==> src/rtl/end_around_receiver.sv <==
// Serial-to-parallel receiver for a rotating (end-around) shift register, LSB first.
// An optional second revolution is compared against the first to flag a corrupted ring.
module end_around_receiver #(
    parameter int WIDTH = 4
) (
    input  logic             clk,
    input  logic             reset,
    input  logic             start,
    input  logic             verify,
    input  logic             sin,
    output logic [WIDTH-1:0] Q,
    output logic             valid,
    output logic             err,
    output logic             busy
);

    localparam int CW = $clog2(WIDTH);

    typedef enum logic [1:0] {
        IDLE,
        CAPTURE,
        CHECK
    } state_t;

    state_t           r_state;
    state_t           w_nextState;
    logic [WIDTH-1:0] r_sreg;
    logic [WIDTH-1:0] r_q;
    logic [CW-1:0]    r_cnt;
    logic             r_verify;
    logic             r_mis;
    logic             r_valid;
    logic             r_err;
    logic             w_lastBit;
    logic             w_m;

    assign w_lastBit = (r_cnt == CW'(WIDTH - 1));
    assign w_m       = sin ^ r_sreg[r_cnt];

    always_ff @(posedge clk) begin
        if (reset) begin
            r_state <= IDLE;
        end else begin
            r_state <= w_nextState;
        end
    end

    always_comb begin
        w_nextState = r_state;
        case (r_state)
            IDLE: begin
                if (start) begin
                    w_nextState = CAPTURE;
                end
            end
            CAPTURE: begin
                if (w_lastBit) begin
                    w_nextState = r_verify ? CHECK : IDLE;
                end
            end
            CHECK: begin
                if (w_lastBit) begin
                    w_nextState = IDLE;
                end
            end
            default: w_nextState = IDLE;
        endcase
    end

    always_comb begin
        busy  = (r_state != IDLE);
        Q     = r_q;
        valid = r_valid;
        err   = r_err;
    end

    // During CHECK, sreg holds the first revolution and each new bit is compared against it.
    always_ff @(posedge clk) begin
        if (reset) begin
            r_sreg   <= '0;
            r_q      <= '0;
            r_cnt    <= '0;
            r_verify <= 1'b0;
            r_mis    <= 1'b0;
            r_valid  <= 1'b0;
            r_err    <= 1'b0;
        end else begin
            r_valid <= 1'b0;
            case (r_state)
                IDLE: begin
                    if (start) begin
                        r_sreg[0] <= sin;
                        r_cnt     <= CW'(1);
                        r_verify  <= verify;
                        r_mis     <= 1'b0;
                    end
                end
                CAPTURE: begin
                    r_sreg[r_cnt] <= sin;
                    if (!w_lastBit) begin
                        r_cnt <= r_cnt + CW'(1);
                    end else if (!r_verify) begin
                        r_cnt   <= '0;
                        r_q     <= {sin, r_sreg[WIDTH-2:0]};
                        r_err   <= 1'b0;
                        r_valid <= 1'b1;
                    end else begin
                        r_cnt <= '0;
                    end
                end
                CHECK: begin
                    if (!w_lastBit) begin
                        r_mis <= r_mis | w_m;
                        r_cnt <= r_cnt + CW'(1);
                    end else begin
                        r_cnt   <= '0;
                        r_q     <= r_sreg;
                        r_err   <= r_mis | w_m;
                        r_valid <= 1'b1;
                    end
                end
                default: ;
            endcase
        end
    end

endmodule

==> config.mk <==
export PLATFORM = sky130hd
export DESIGN_NAME = end_around_receiver
export DESIGN_NICKNAME = d
export VERILOG_FILES = /design/src/rtl/end_around_receiver.sv
export SDC_FILE = /design/constraint.sdc
export NUM_CORES = 1
export LEC_CHECK = 0
export BUFFER_PORTS_ARGS = -buffer_cell sky130_fd_sc_hd__buf_2
export CAP_MARGIN = 20
export CORE_UTILIZATION = 55
export CTS_CLUSTER_DIAMETER = 60
export DETAILED_ROUTE_END_ITERATION = 6
export GPL_ROUTABILITY_DRIVEN = 0
export GPL_TIMING_DRIVEN = 0
export PLACE_DENSITY = 0.76
export RECOVER_POWER = 100
export SYNTH_ARGS = -nofsm -noshare
export SYNTH_HDL_FRONTEND = slang
export SYNTH_SLANG_ARGS = --single-unit
==> constraint.sdc <==
create_clock -name clk -period 2.45 [get_ports clk]
set_clock_uncertainty 0.2 [all_clocks]
set_input_delay 0.735 -clock clk [delete_from_list [all_inputs] [get_ports clk]]
set_output_delay 0.735 -clock clk [all_outputs]
set_load 0.01 [all_outputs]
Word level (Yosys, flattened, before mapping):

Cells that the tools add are included.

* bits in registers: 16
* bits in latches: 0
* RAM bits: 0
* memory bits (read-only): 0
* output and inout bits: 7
* word-level logic and storage cells: 65
* memories: 0

* $add $sub $neg: 1
* multiply operators: 0
* divide/modulo/power cells: 0
* magnitude comparators: 2
* equality and inequality tests: 8
* shifts and indexed selects: 0
* muxes and demuxes: 29
* bitwise logic cells: 2
* reduce and logical (&&, ||, !) cells: 14

Operators by type and width (number)
* 2-to-1 mux 4 bit: 3
* 2-to-1 mux 1 bit: 11
* 2-to-1 mux 2 bit: 5
* inequality test 2 bit (second input constant): 5
* nonzero test 2 bit: 5
* one-hot mux 1 bit (2 select lines): 4
* one-hot mux 4 bit (2 select lines): 1
* one-hot mux 2 bit (3 select lines): 1
* AND reduction 2 bit: 3
* AND reduction 3 bit: 2
* bitwise mux 4 bit: 1
* == test 2 bit (second input constant): 2
* one-hot mux 2 bit (2 select lines): 1
* AND reduction 4 bit: 1
* less-than comparator 2 x 3 -> 1 bit (second input constant): 1
* adder 2 x 1 -> 2 bit (second input constant): 1
* binary-select mux 1 bit (select 2 bit): 1
* demux 1 bit (select 2 bit): 1
* == test 2 x 1 -> 1 bit (second input constant): 1
* >= comparator 2 x 1 -> 1 bit (second input constant): 1
* logical NOT 2 bit: 1
* OR reduction 2 bit: 1
* logical AND 1 bit: 1
* bitwise OR 1 bit: 1
* XOR 1 bit: 1

Longest topological paths before layout:

Gate-level depths: netlist of the first run.

* word-level depth: 6
* gate-level depth with buffers: 7
* gate-level depth less buffers: 6

Least setup slack after synthesis of the first run:

Ideal clock, no wire load.

* path type: input -> register
* start: input port sin
* end: register r_mis
* setup time: 0.086 ns
* data arrival time: 1.468 ns
* data required time: 2.164 ns
* path slack: 0.696 ns
* cell stages on the path: 5
* cells stage by stage: buf_2 -> and3b_1 -> mux2i_1 -> nand4_1 -> a211oi_1

* longest elaborated chain between the ends: 4

Ends and longest elaborated chain
* start, declared: RTL line 10 `input logic sin,`
* XOR 1 bit: RTL line 38 `assign w_m = sin ^ r_sreg[r_cnt];`
* bitwise OR 1 bit: RTL line 113 `r_mis <= r_mis | w_m;`
* 2-to-1 mux 1 bit: RTL line 112 `if (!w_lastBit) begin`
* one-hot mux 1 bit (2 select lines): RTL line 89 `case (r_state)`
* end signal, assigned: RTL line 113
* end, declared: RTL line 31 `logic r_mis;`

Every way passes these cells. The select of a mux whose other input is x is not followed.
A chain may end at the register's enable or synchronous reset.

Final worst setup path of the first run:

* start: register r_state[0]
* end: output port busy

* longest elaborated chain between the ends: 1

Ends and longest elaborated chain
* start, declared: RTL line 25 `state_t r_state;`
* start signal, assigned: RTL line 44 `r_state <= w_nextState;`
* nonzero test 2 bit: RTL line 71 `busy = (r_state != IDLE);`
* end, declared: RTL line 14 `output logic busy`

Every way passes these cells.

==> results of run 1 <==
[routing by layer]
layer / vias to the layer above / global-route usage / part of all wire
met1: 366 / 0.303 / 0.48
met5: - / 0 / 0
met3: 3 / 0.0638 / 0.038
met4: 0 / 0.0727 / 0.0085
li1: 390 / - / -
met2: 18 / 0.370 / 0.48
[cells in the mapped netlist (2+ instances only)]
cell type	n
sky130_fd_sc_hd__ha_1	8
sky130_fd_sc_hd__o21ai_0	2
sky130_fd_sc_hd__nand4_1	2
sky130_fd_sc_hd__buf_2	2
sky130_fd_sc_hd__nor2_1	10
sky130_fd_sc_hd__nor3b_1	3
sky130_fd_sc_hd__nand3_1	3
sky130_fd_sc_hd__a211oi_1	3
sky130_fd_sc_hd__a32oi_1	2
sky130_fd_sc_hd__a21oi_1	9
sky130_fd_sc_hd__clkbuf_1	3
sky130_fd_sc_hd__inv_1	8
sky130_fd_sc_hd__mux2i_1	8
sky130_fd_sc_hd__nand2b_1	3
sky130_fd_sc_hd__nor4_1	2
sky130_fd_sc_hd__nand2_1	9
sky130_fd_sc_hd__dfxtp_1	16
[worst min path at each step]
stage                      endpoint  slack (ps)  cells past startpoint
after floorplan           r_sreg[2]         250                      2
after global placement          err         260                      2
after detailed placement        err         270                      2
after CTS                       err         280                      2
after global routing            err         310                      2
final                     r_sreg[1]         290                      2
[cells in the final DEF, fill, tap and decap left out, types with 8 or more instances in the layout]
| master | instances |
|---|---|
| sky130_fd_sc_hd__a21oi_1 | 9 |
| sky130_fd_sc_hd__clkbuf_1 | 11 |
| sky130_fd_sc_hd__dfxtp_1 | 16 |
| sky130_fd_sc_hd__ha_1 | 8 |
| sky130_fd_sc_hd__inv_1 | 8 |
| sky130_fd_sc_hd__mux2i_1 | 8 |
| sky130_fd_sc_hd__nand2_1 | 9 |
| sky130_fd_sc_hd__nor2_1 | 10 |
[worst max-delay path: cells and delay by family (launching register included)]
family                     cells  cell delay (ps)
buffers and inverters          3              340
DFF                            1              410
adders and majority gates      1              310
[cell families (layout without fill, tap and decap cells)]
| group | after synthesis | after routing | synth area share |
|---|---|---|---|
| fa+ha+maj | 8 | 8 | 0.108 |
| xor+xnor | 2 | 2 | 0.0189 |
| mux | 8 | 8 | 0.0866 |
| simple gates | 39 | 39 | 0.227 |
| flops | 16 | 16 | 0.346 |
| compound gates | 20 | 20 | 0.149 |
| buf+inv | 14 | 27 | 0.0636 |
[metrics by stage]
step | power, mW | worst slack [ps]
floorplan | 0.398 | 696
detailed placement | 0.430 | 501
finish | 0.609 | 158
global placement | 0.427 | 522
CTS | 0.612 | 201
global route | 0.639 | 79.3
[state kept, by name, summed over array words and instances (netlist names)]
register	cells
r_mis	1
r_verify	1
r_cnt	2
r_state	2
err	1
valid	1
r_sreg	4
Q	4
[final cells by class]
type / instances / area, um^2 / share of cell area
buffer: 6 / 27.5 / 0.0274
tap: 16 / 20.0 / 0.0199
multi-input combinational: 77 / 536 / 0.532
inverter: 8 / 30.0 / 0.0299
clock buffer: 4 / 36.3 / 0.0361
sequential: 16 / 320 / 0.318
timing repair buffer: 9 / 36.3 / 0.0361
[where the power goes]
| part | internal [mW] | leakage, nW | switching (mW) |
|---|---|---|---|
| combinational | 0.0551 | 0.250 | 0.0839 |
| clock | 0.0907 | 0.0210 | 0.0923 |
| sequential | 0.274 | 0.130 | 0.0134 |
==> results.md, run 1 <==
Finish:
- The number of standard cells in the layout, taps in and fillers out is 136.
- The net count of the finished layout is 134.
- The final standard cell area without fillers is 1010 um^2.
- The core utilization of the finished layout is 0.653.
- The synthesis-to-finish area growth is 8.80%.
- The filler cells instantiated in the layout total 140.
- The repair_antennas step left the layout with diodes totalling 0.
- The fraction of final layout cells with drive strength greater than 1 is 0.100.

Critical path:
- STA classifies the critical path endpoint as an output port.
- The data arrival time of the critical path is 1360 ps.
- Along the worst path, the maximum fanout reaches 8.
- The largest single stage delay on the critical path is 410 ps.
- The worst register-to-register path begins at r_state[0].
- The startpoint class of the critical path is a flop.
- The data required time at the worst endpoint is 1510 ps.
- The type of the worst setup path is flop to output port.
- The critical path starts at r_state[0].
- The reg-to-reg critical path endpoint is Q[1].
- The number of cells on the worst reg-to-reg path is 6.
- Counting stages on the worst path, the most repeated cell is sky130_fd_sc_hd__inv_1.
- The flop-to-flop setup slack is 270 ps.
- The worst setup path endpoint is busy.
- The cell with the largest stage delay on the worst path is sky130_fd_sc_hd__dfxtp_1.
- Walking the worst path, the cells encountered are inv_1, ha_1, inv_1, clkbuf_1.

Floorplanning:
- The total area inside the core boundary comes to 1540 um^2.
- In this run the horizontal extent of the chip is 43 um.
- The die covers 1850 um^2.
- Row generation in the floorplan step produced 14 rows.
- The initial core utilization is 0.600.
- The number of primary I/O pins is 12.
- The die is 43 um tall.

Yosys:
- The portion of the post-synthesis area used by sequential elements is 0.346.
- Counting flops with a built-in enable in the synthesized netlist gives 0.
- In the synthesized netlist, the number of instances is 107.
- During synthesis, Yosys emitted a total of 0 warnings.
- The cell type contributing the most total cell area after synthesis is sky130_fd_sc_hd__dfxtp_1.
- The portion of synthesized cell area occupied by the leading cell type is 0.346.
- The post-synthesis area per instance is 8.64 um^2.
- For this run, the leading register cell type out of synthesis is sky130_fd_sc_hd__dfxtp_1.
- The synthesized design contains 16 register bits.
- The net count of the mapped netlist is 120.
- The share of synthesized registers carrying an async set or reset is 0.
- Ranked by total cell area, the synthesized netlist is headed by sky130_fd_sc_hd__dfxtp_1 (35%), sky130_fd_sc_hd__ha_1 (11%), sky130_fd_sc_hd__mux2i_1 (8.7%).
- The mapped netlist covers 925 um^2.
- Yosys mapped the design onto 31 distinct sky130hd cell types.

Timing:
- Subtracting the final worst setup slack from the clock period gives 2290 ps.
- The worst-case headroom to the max-slew limit is 0.570.
- Setup total negative slack on the finished layout was measured at 0 ps.
- The final count of hold timing violations is 0.
- Setup violations remaining at the end of the flow were counted as 0.
- Based on the critical path, the design can be clocked at up to 436 MHz.
- The final-report max-slew violation count is 0.
- The final worst hold slack is 285 ps.
- The share of the clock period used by the worst path is 0.935.
- Setup repair after global routing left no endpoint under its margin.
- For the pin with the worst max-slew slack, the measured transition is 644 ps.

CTS:
- The number of buffers added for setup after CTS is 0.
- After clock tree synthesis, the clock-pin slew on the worst setup and hold paths is 100 ps.
- The H-tree level count is 1.
- The clock drives 16 sinks.
- Counting the buffers created by CTS gives 3.
- The cell at the root of the clock tree is sky130_fd_sc_hd__clkbuf_4.
- After clock tree synthesis, the flow added hold-fix buffers numbering 0.
- Once the clock tree was built, the resizer swapped 0 gates to a different size.
- The clock insertion delay at the later pin of the skew report is 290 ps.
- TritonCTS built the clock tree.
- No sink is reached through more buffers than the 2 on the longest clock path.

Pwr:
- The standby leakage power is 0.401 nW.
- The total power divided by cell area is 605 nW/um^2.
- VDD sags by at most 0.000432 V.

Outcome:
- The flow ran to the end, and the final reports show no timing, DRC or antenna violations.

Global routing:
- The initial antenna violation count is 0.
- The maximum number of pins on one net before global-route repair is 11.
- Across every metal layer, demand over resource in global routing totals 0.232.
- The first-pass GRT wire length is 3140 um.
- Global routing finished with a remaining overflow of 0.
- The number of global-route vias before repair is 674.

Place:
- The cell area after placement is 990 um^2.
- The count of input and output buffers is 9.
- Counting tap cells, the placed design contains a total of 132 instances.
- Once detailed placement completed, the half-perimeter wirelength came to 1360 um.

Flow run:
- The reported max-cap violation count is 0.

Detailed routing:
- The count of antenna-violating nets left after detailed routing is 0.
- Summed over all layers, the routed wires come to 1990 um.
- The starting DRC count in detailed routing is 21.
- For this run, design rule violations remaining after detail routing come to 0.
- The per-cell routed wire length is 14.6 um.
- The number of detailed-routing iterations run before antenna repair is 4.
- The number of vias per cell after detailed routing is 5.71.
- The via count is 777.

Worst hold path:
- The startpoint of the tightest hold check path is r_sreg[1].
- The tightest min-delay check is of the flop to flop type.
No activity file was read; power rests on OpenSTA's default activity.
==> run 2, diff against run 1 <==
--- a/config.mk
+++ b/config.mk
@@ -7,12 +7,12 @@
 export LEC_CHECK = 0
 export BUFFER_PORTS_ARGS = -buffer_cell sky130_fd_sc_hd__buf_2
 export CAP_MARGIN = 20
-export CORE_UTILIZATION = 55
-export CTS_CLUSTER_DIAMETER = 60
+export CORE_UTILIZATION = 59
+export CTS_CLUSTER_DIAMETER = 40
 export DETAILED_ROUTE_END_ITERATION = 6
 export GPL_ROUTABILITY_DRIVEN = 0
 export GPL_TIMING_DRIVEN = 0
-export PLACE_DENSITY = 0.76
+export PLACE_DENSITY = 0.81
 export RECOVER_POWER = 100
 export SYNTH_ARGS = -nofsm -noshare
 export SYNTH_HDL_FRONTEND = slang
==> constraint.sdc (replaced) <==
create_clock -name clk -period 2.9 [get_ports clk]
set_clock_uncertainty 0.2 [all_clocks]
set_input_delay 0.87 -clock clk [delete_from_list [all_inputs] [get_ports clk]]
set_output_delay 0.87 -clock clk [all_outputs]
set_load 0.01 [all_outputs]
==> run 2 against run 1 <==
Against the previous run: design area down 0.62%; count of clock-buffer cells in the layout unchanged; register-to-register slack better by 190 ps; die area down 6.5%; via count up 2.2%; global-route usage down 0.83 points; sequential power down 16%; routed wire length down 13%; largest cell class unchanged; sequential share of layout area up 0.20 points; critical path depth up 2; largest power group unchanged.
==> results.md, run 2 (same netlist as run 1, synthesis figures left out) <==
Global routing:
- Entering global routing, the biggest net connects 11 pins.
- In the global route stage, overall resource usage came out at 0.223.
- The total global routing overflow is 0.
- The first global-routing pass estimated 3000 um of wire.
- The number of global-route vias before repair is 710.
- The initial antenna violation count is 0.

Place:
- The half-perimeter wire length after placement is 1280 um.
- Before CTS, the worst setup slack after placement is 853 ps.
- The count of input and output buffers is 9.

Finish:
- The net count of the finished layout is 134.
- From synthesis to final layout, the design area changed by 8.12%.
- Of the cells placed in the final design, the portion with a size suffix greater than 1 is 0.0917.
- The count of filler cells inserted in the layout is 113.
- The library cells used most frequently in the layout, excluding fill and tap cells, are sky130_fd_sc_hd__dfxtp_1 (16), sky130_fd_sc_hd__clkbuf_1 (11), sky130_fd_sc_hd__nor2_1 (10).
- Leaving out fill and tap cells, the most frequent cell in the layout is sky130_fd_sc_hd__dfxtp_1.
- The count of antenna diodes in the layout is 0.
- Summing all flip-flop and latch instances after layout gives 320 um^2.
- The area of the multi-input gates is 531 um^2.

Critical path:
- The largest individual stage delay along the critical path comes from the cell sky130_fd_sc_hd__a211oi_1.
- STA classifies the critical path startpoint as a flop.
- Along the worst path, the maximum fanout reaches 7.
- Traced cell by cell, the critical path runs through inv_1, ha_1, nor2b_1, a211oi_1, o2111ai_1, a21oi_1.
- The worst setup path is of the flop to flop kind.
- The data arrival time of the critical path is 2470 ps.
- Data on the critical path is required at its endpoint by 2930 ps.
- The type of destination of the critical path is a flop.
- The largest single stage delay on the critical path is 850 ps.

Floorplanning:
- The total area inside the core boundary comes to 1380 um^2.
- The floorplan step defined a die boundary enclosing 1730 um^2.
- For this configuration, the core starts out at a cell density of 0.669.
- The die is 41.6 um tall.
- Measured along the x axis, the die boundary spans 41.6 um.
- During I/O placement, the number of pins put on the boundary was 12.
- Row generation in the floorplan step produced 13 rows.

Timing:
- The share of the clock period used by the worst path is 0.841.
- Final hold analysis gives a worst-case slack of 275 ps.
- The final-report max-slew violation count is 0.
- The slew at the pin with the worst max-slew slack is 1080 ps.
- Setup repair after global routing left no endpoint under its margin.
- After layout, the worst setup slack is 460 ps.
- The maximum frequency from static timing analysis is 410 MHz.
- The count of final setup violators is 0.
- The worst-case headroom to the max-slew limit is 0.278.
- The sum of negative setup slack is 0 ps.
- The final critical path time including I/O delays and setup is 2440 ps.
- The final count of hold timing violations is 0.

CTS:
- The CTS buffer count is 3.
- After clock tree synthesis, the clock-pin slew on the worst setup and hold paths is 90 ps.
- Buffers added to address setup during post-CTS repair amount to 0.
- No sink is reached through more buffers than the 2 on the longest clock path.
- CTS placed an instance of sky130_fd_sc_hd__clkbuf_4 at the clock tree root.
- TritonCTS built the clock tree.
- At the later pin of the worst-skew pair, clock insertion delay measures 290 ps.
- After clock tree synthesis, the repair step resized 0 gates.
- In this run the number of H-tree levels came out at 1.
- The count of clock tree sinks is 16.
- The count of hold-fix buffers inserted at cts is 0.

Pwr:
- Across the VDD grid, the largest voltage drop is 0.000312 V.
- The total power divided by cell area is 504 nW/um^2.
- The analysis attributes to cell leakage a power of 0.400 nW.

Detailed routing:
- The final layout contains routed wiring with a total length of 1730 um.
- The per-cell routed wire length is 12.8 um.
- The via count is 794.
- The starting DRC count in detailed routing is 23.
- The detail route stage leaves a number of antenna-violating nets equal to 0.
- The number of detailed-routing iterations run before antenna repair is 4.
- The number of remaining DRC errors is 0.
- The number of vias per cell after detailed routing is 5.88.

Flow run:
- Max-cap violations in this run came to 0.

Outcome:
- The run finished with clean final reports.

Worst hold path:
- The type of the most critical hold path is flop to flop.
-- run 2: cell type report --
| type | count | share of cell area |
|---|---|---|
| sequential | 16 | 0.320 |
| multi-input combinational | 77 | 0.531 |
| tap | 15 | 0.0188 |
| clock buffer | 4 | 0.0363 |
| timing repair buffer | 9 | 0.0363 |
| buffer | 6 | 0.0275 |
| inverter | 8 | 0.0300 |
-- run 2: path summary, 6_finish.rpt --
check	startpoint	to	slack, ps	cells after the start
worst max-delay path	r_state[0]	err	460	6
worst min-delay path	err	err	270	2
worst max register to register	r_state[0]	err	460	6
worst min register to register	err	err	270	2
-- run 2: routing by layer --
| layer | up-vias | global-route usage | part of all wire |
|---|---|---|---|
| li1 | 392 | - | - |
| met1 | 379 | 0.306 | 0.49 |
| met2 | 18 | 0.334 | 0.45 |
| met3 | 5 | 0.0391 | 0.030 |
| met4 | 0 | 0.116 | 0.022 |
| met5 | - | 0 | 0 |
-- run 2: where the power goes --
part	internal, mW	switching, mW
Clock	0.0766	0.0731
Sequential	0.231	0.0103
Combinational	0.0456	0.0671
Total	0.353	0.150
-- run 2: stage by stage --
step                instance area (um^2)  utilization  std cells  power, mW
floorplan                            925            -        107      0.336
global placement                     988        0.715        131      0.360
detailed placement                   988        0.715        131      0.363
CTS                                 1020        0.741        135      0.512
global route                        1000        0.723        135      0.532
finish                              1000        0.723        135      0.504
-- run 2: worst max-delay path: cells and delay by family, from the launching register on --
kind	cells	cell delay, ps
AOI/OAI and AO/OA	3	1260
DFF	1	360
adders and majority gates	1	290
and+or+nand+nor	1	200
buffers and inverters	1	70
==> run 3, diff against run 2 <==
--- a/config.mk
+++ b/config.mk
@@ -7,12 +7,12 @@
 export LEC_CHECK = 0
 export BUFFER_PORTS_ARGS = -buffer_cell sky130_fd_sc_hd__buf_2
 export CAP_MARGIN = 20
-export CORE_UTILIZATION = 59
+export CORE_UTILIZATION = 55
 export CTS_CLUSTER_DIAMETER = 40
 export DETAILED_ROUTE_END_ITERATION = 6
 export GPL_ROUTABILITY_DRIVEN = 0
 export GPL_TIMING_DRIVEN = 0
-export PLACE_DENSITY = 0.81
+export PLACE_DENSITY = 0.76
 export RECOVER_POWER = 100
 export SYNTH_ARGS = -nofsm -noshare
 export SYNTH_HDL_FRONTEND = slang
==> constraint.sdc (replaced) <==
create_clock -name clk -period 2.32 [get_ports clk]
set_clock_uncertainty 0.2 [all_clocks]
set_input_delay 0.696 -clock clk [delete_from_list [all_inputs] [get_ports clk]]
set_output_delay 0.696 -clock clk [all_outputs]
set_load 0.01 [all_outputs]
==> run 3 against run 2 <==
Against the previous run: worst setup slack lost 370 ps; global-route usage grew 0.83 points; total power grew 28%; routed wire length grew 15%; combinational power grew 30%; sequential power grew 26%; via count shrank 2.5%; count of clock-buffer cells in the layout is the same; sequential cell count is the same; critical path depth shrank 2; worst hold slack gained 11 ps; design area grew 0.75%; critical path type is now flop to output port; largest power group unchanged.
==> results.md, run 3 (same netlist as run 1, synthesis figures left out) <==
Critical path:
- The data arrival time of the critical path is 1330 ps.
- The number of cells on the worst reg-to-reg path is 6.
- The biggest fanout along the worst timing path is 8.
- The cell with the largest stage delay on the worst path is sky130_fd_sc_hd__dfxtp_1.
- The longest individual stage delay on the worst path is 410 ps.
- The signal on the critical path passes through inv_1, ha_1, inv_1, buf_2.
- The startpoint class of the critical path is a flop.
- The critical path in this run is classified as flop to output port.
- Data on the critical path is required at its endpoint by 1420 ps.
- Together, buffers and inverters on the worst path number 3.
- The flop-to-flop setup slack is 140 ps.
- In this run the critical register-to-register path is launched from r_state[0].
- The type of destination of the critical path is an output port.
- The reg-to-reg critical path endpoint is Q[1].
- On the critical path the largest part of the delay comes from flip-flops.
- The most common cell type on the critical path is sky130_fd_sc_hd__inv_1.

Worst hold path:
- The count of cells along the worst hold path is 2.
- The endpoint with the worst hold slack is r_sreg[1].
- The worst hold path begins at r_sreg[1].
- The type of the most critical hold path is flop to flop.

Detailed routing:
- The count of antenna-violating nets left after detailed routing is 0.
- The number of remaining DRC errors is 0.
- The via count is 774.
- Wires add up to 1990 um.
- After detailed routing, the number of vias per cell comes to 5.69.
- The number of detailed-routing iterations run before antenna repair is 4.
- Dividing the detail-routed wire length by the instance count gives 14.6 um.
- In this run, the number of DRC markers left after iteration 0 of detailed routing was 21.

Pwr:
- The total power divided by cell area is 639 nW/um^2.
- Power comes to 0.644 mW.
- The standby leakage power is 0.405 nW.
- The peak supply drop is 0.000456 V.

Timing:
- Setup violations remaining at the end of the flow were counted as 0.
- Setup repair after global routing left no endpoint under its margin.
- Static timing analysis puts the maximum clock frequency at 449 MHz.
- The share of the clock period used by the worst path is 0.961.
- The worst-case headroom to the max-slew limit is 0.569.
- The final count of hold timing violations is 0.
- The sum of negative setup slack is 0 ps.
- The final critical path time including I/O delays and setup is 2230 ps.
- The final-report max-slew violation count came to 0.
- At the pin with the least slew margin, the transition time is 645 ps.

Finish:
- The count of antenna diodes in the layout is 0.
- The count of filler cells inserted in the layout is 139.
- Registers take 320 um^2.
- The fraction of final layout cells with drive strength greater than 1 is 0.108.
- In the final layout, the multi-input gates occupy 536 um^2.
- The net count of the finished layout is 134.
- The synthesis-to-finish area growth is 8.93%.
- The library cells used most frequently in the layout, excluding fill and tap cells, are sky130_fd_sc_hd__dfxtp_1 (16), sky130_fd_sc_hd__clkbuf_1 (10), sky130_fd_sc_hd__nor2_1 (10).
- The library cell used most frequently in the layout, excluding fill and tap cells, is sky130_fd_sc_hd__dfxtp_1.

Global routing:
- The total global routing overflow is 0.
- The number of global-route vias before repair is 674.
- The maximum number of pins on one net before global-route repair is 11.
- In the global route stage, overall resource usage came out at 0.232.
- The initial antenna violation count is 0.
- The first-pass GRT wire length is 3140 um.

Floorplanning:
- The number of primary I/O pins is 12.
- The die width is 43 um.
- The die is 43 um tall.
- The initial core utilization is 0.600.
- The standard-cell row count is 14.
- The die covers 1850 um^2.
- In this run the standard cell core region covers 1540 um^2.

CTS:
- CTS built an H-tree with a depth of 1.
- The TritonCTS clock tree is yes.
- Hold repair after CTS inserted 0 buffers.
- The root buffer cell chosen for the clock tree is sky130_fd_sc_hd__clkbuf_4.
- Counting the buffers created by CTS gives 3.
- The later pin in the worst-skew pair is clocked with a latency of 290 ps.
- The number of buffers on the longest clock path is 2.
- After clock tree synthesis, the clock-pin slew on the worst setup and hold paths is 100 ps.
- The number of buffers added for setup after CTS is 0.
- Counting every sink on the clock net gives 16.
- Post-CTS repair changed the size of 0 cells.

Outcome:
- The run finished with clean final reports.

Place:
- The count of input and output buffers is 9.
- The half-perimeter wire length after placement is 1360 um.

Flow run:
- Across the run, the number of max-cap violations was 0.
## run 3: how the worst max path moves through the flow
stage	slack (ps)	startpoint	end	depth (start not counted)
floorplan	600	r_state[0]	Q[0]	6
global placement	430	r_state[0]	Q[1]	6
detailed placement	370	r_state[0]	Q[1]	6
CTS	110	r_state[0]	busy	4
global route	8	r_state[0]	busy	4
finish	90	r_state[0]	busy	4
## run 3: stage by stage
stage          setup WS [ps]  cell area [um^2]   util  std cells  hold WS, ps
2_1_floorplan            601               925      -        107          248
3_3_place_gp             431               990  0.642        132          258
3_5_place_dp             371               990  0.642        132          267
4_1_cts                  110              1030  0.666        136          283
5_1_grt                 8.14              1010  0.653        136          312
6_report                91.2              1010  0.653        136          285
## run 3: routing by layer
metal | vias to the layer above | global-route usage | part of all wire
met2 | 18 | 0.370 | 0.48
met3 | 3 | 0.0638 | 0.038
met1 | 363 | 0.303 | 0.48
met5 | - | 0 | 0
li1 | 390 | - | -
met4 | 0 | 0.0727 | 0.0085
## run 3: where the power goes
| group | switching (mW) | total (mW) | internal, mW |
|---|---|---|---|
| clock network | 0.0975 | 0.193 | 0.0957 |
| registers | 0.0142 | 0.303 | 0.289 |
| logic | 0.0885 | 0.147 | 0.0588 |
## run 3: worst min-delay path, stage by stage (launching register included)
cell	delay, ps
sky130_fd_sc_hd__dfxtp_1	340
sky130_fd_sc_hd__nand2_1	60
sky130_fd_sc_hd__a21oi_1	50
## run 3: final cells by class
type | count | share of cell area
flip-flops and latches | 16 | 0.318
well taps | 16 | 0.0199
inverters | 8 | 0.0298
clock buffers | 4 | 0.0360
plain buffers | 6 | 0.0273
repair buffers | 9 | 0.0373
multi-input cells | 77 | 0.532
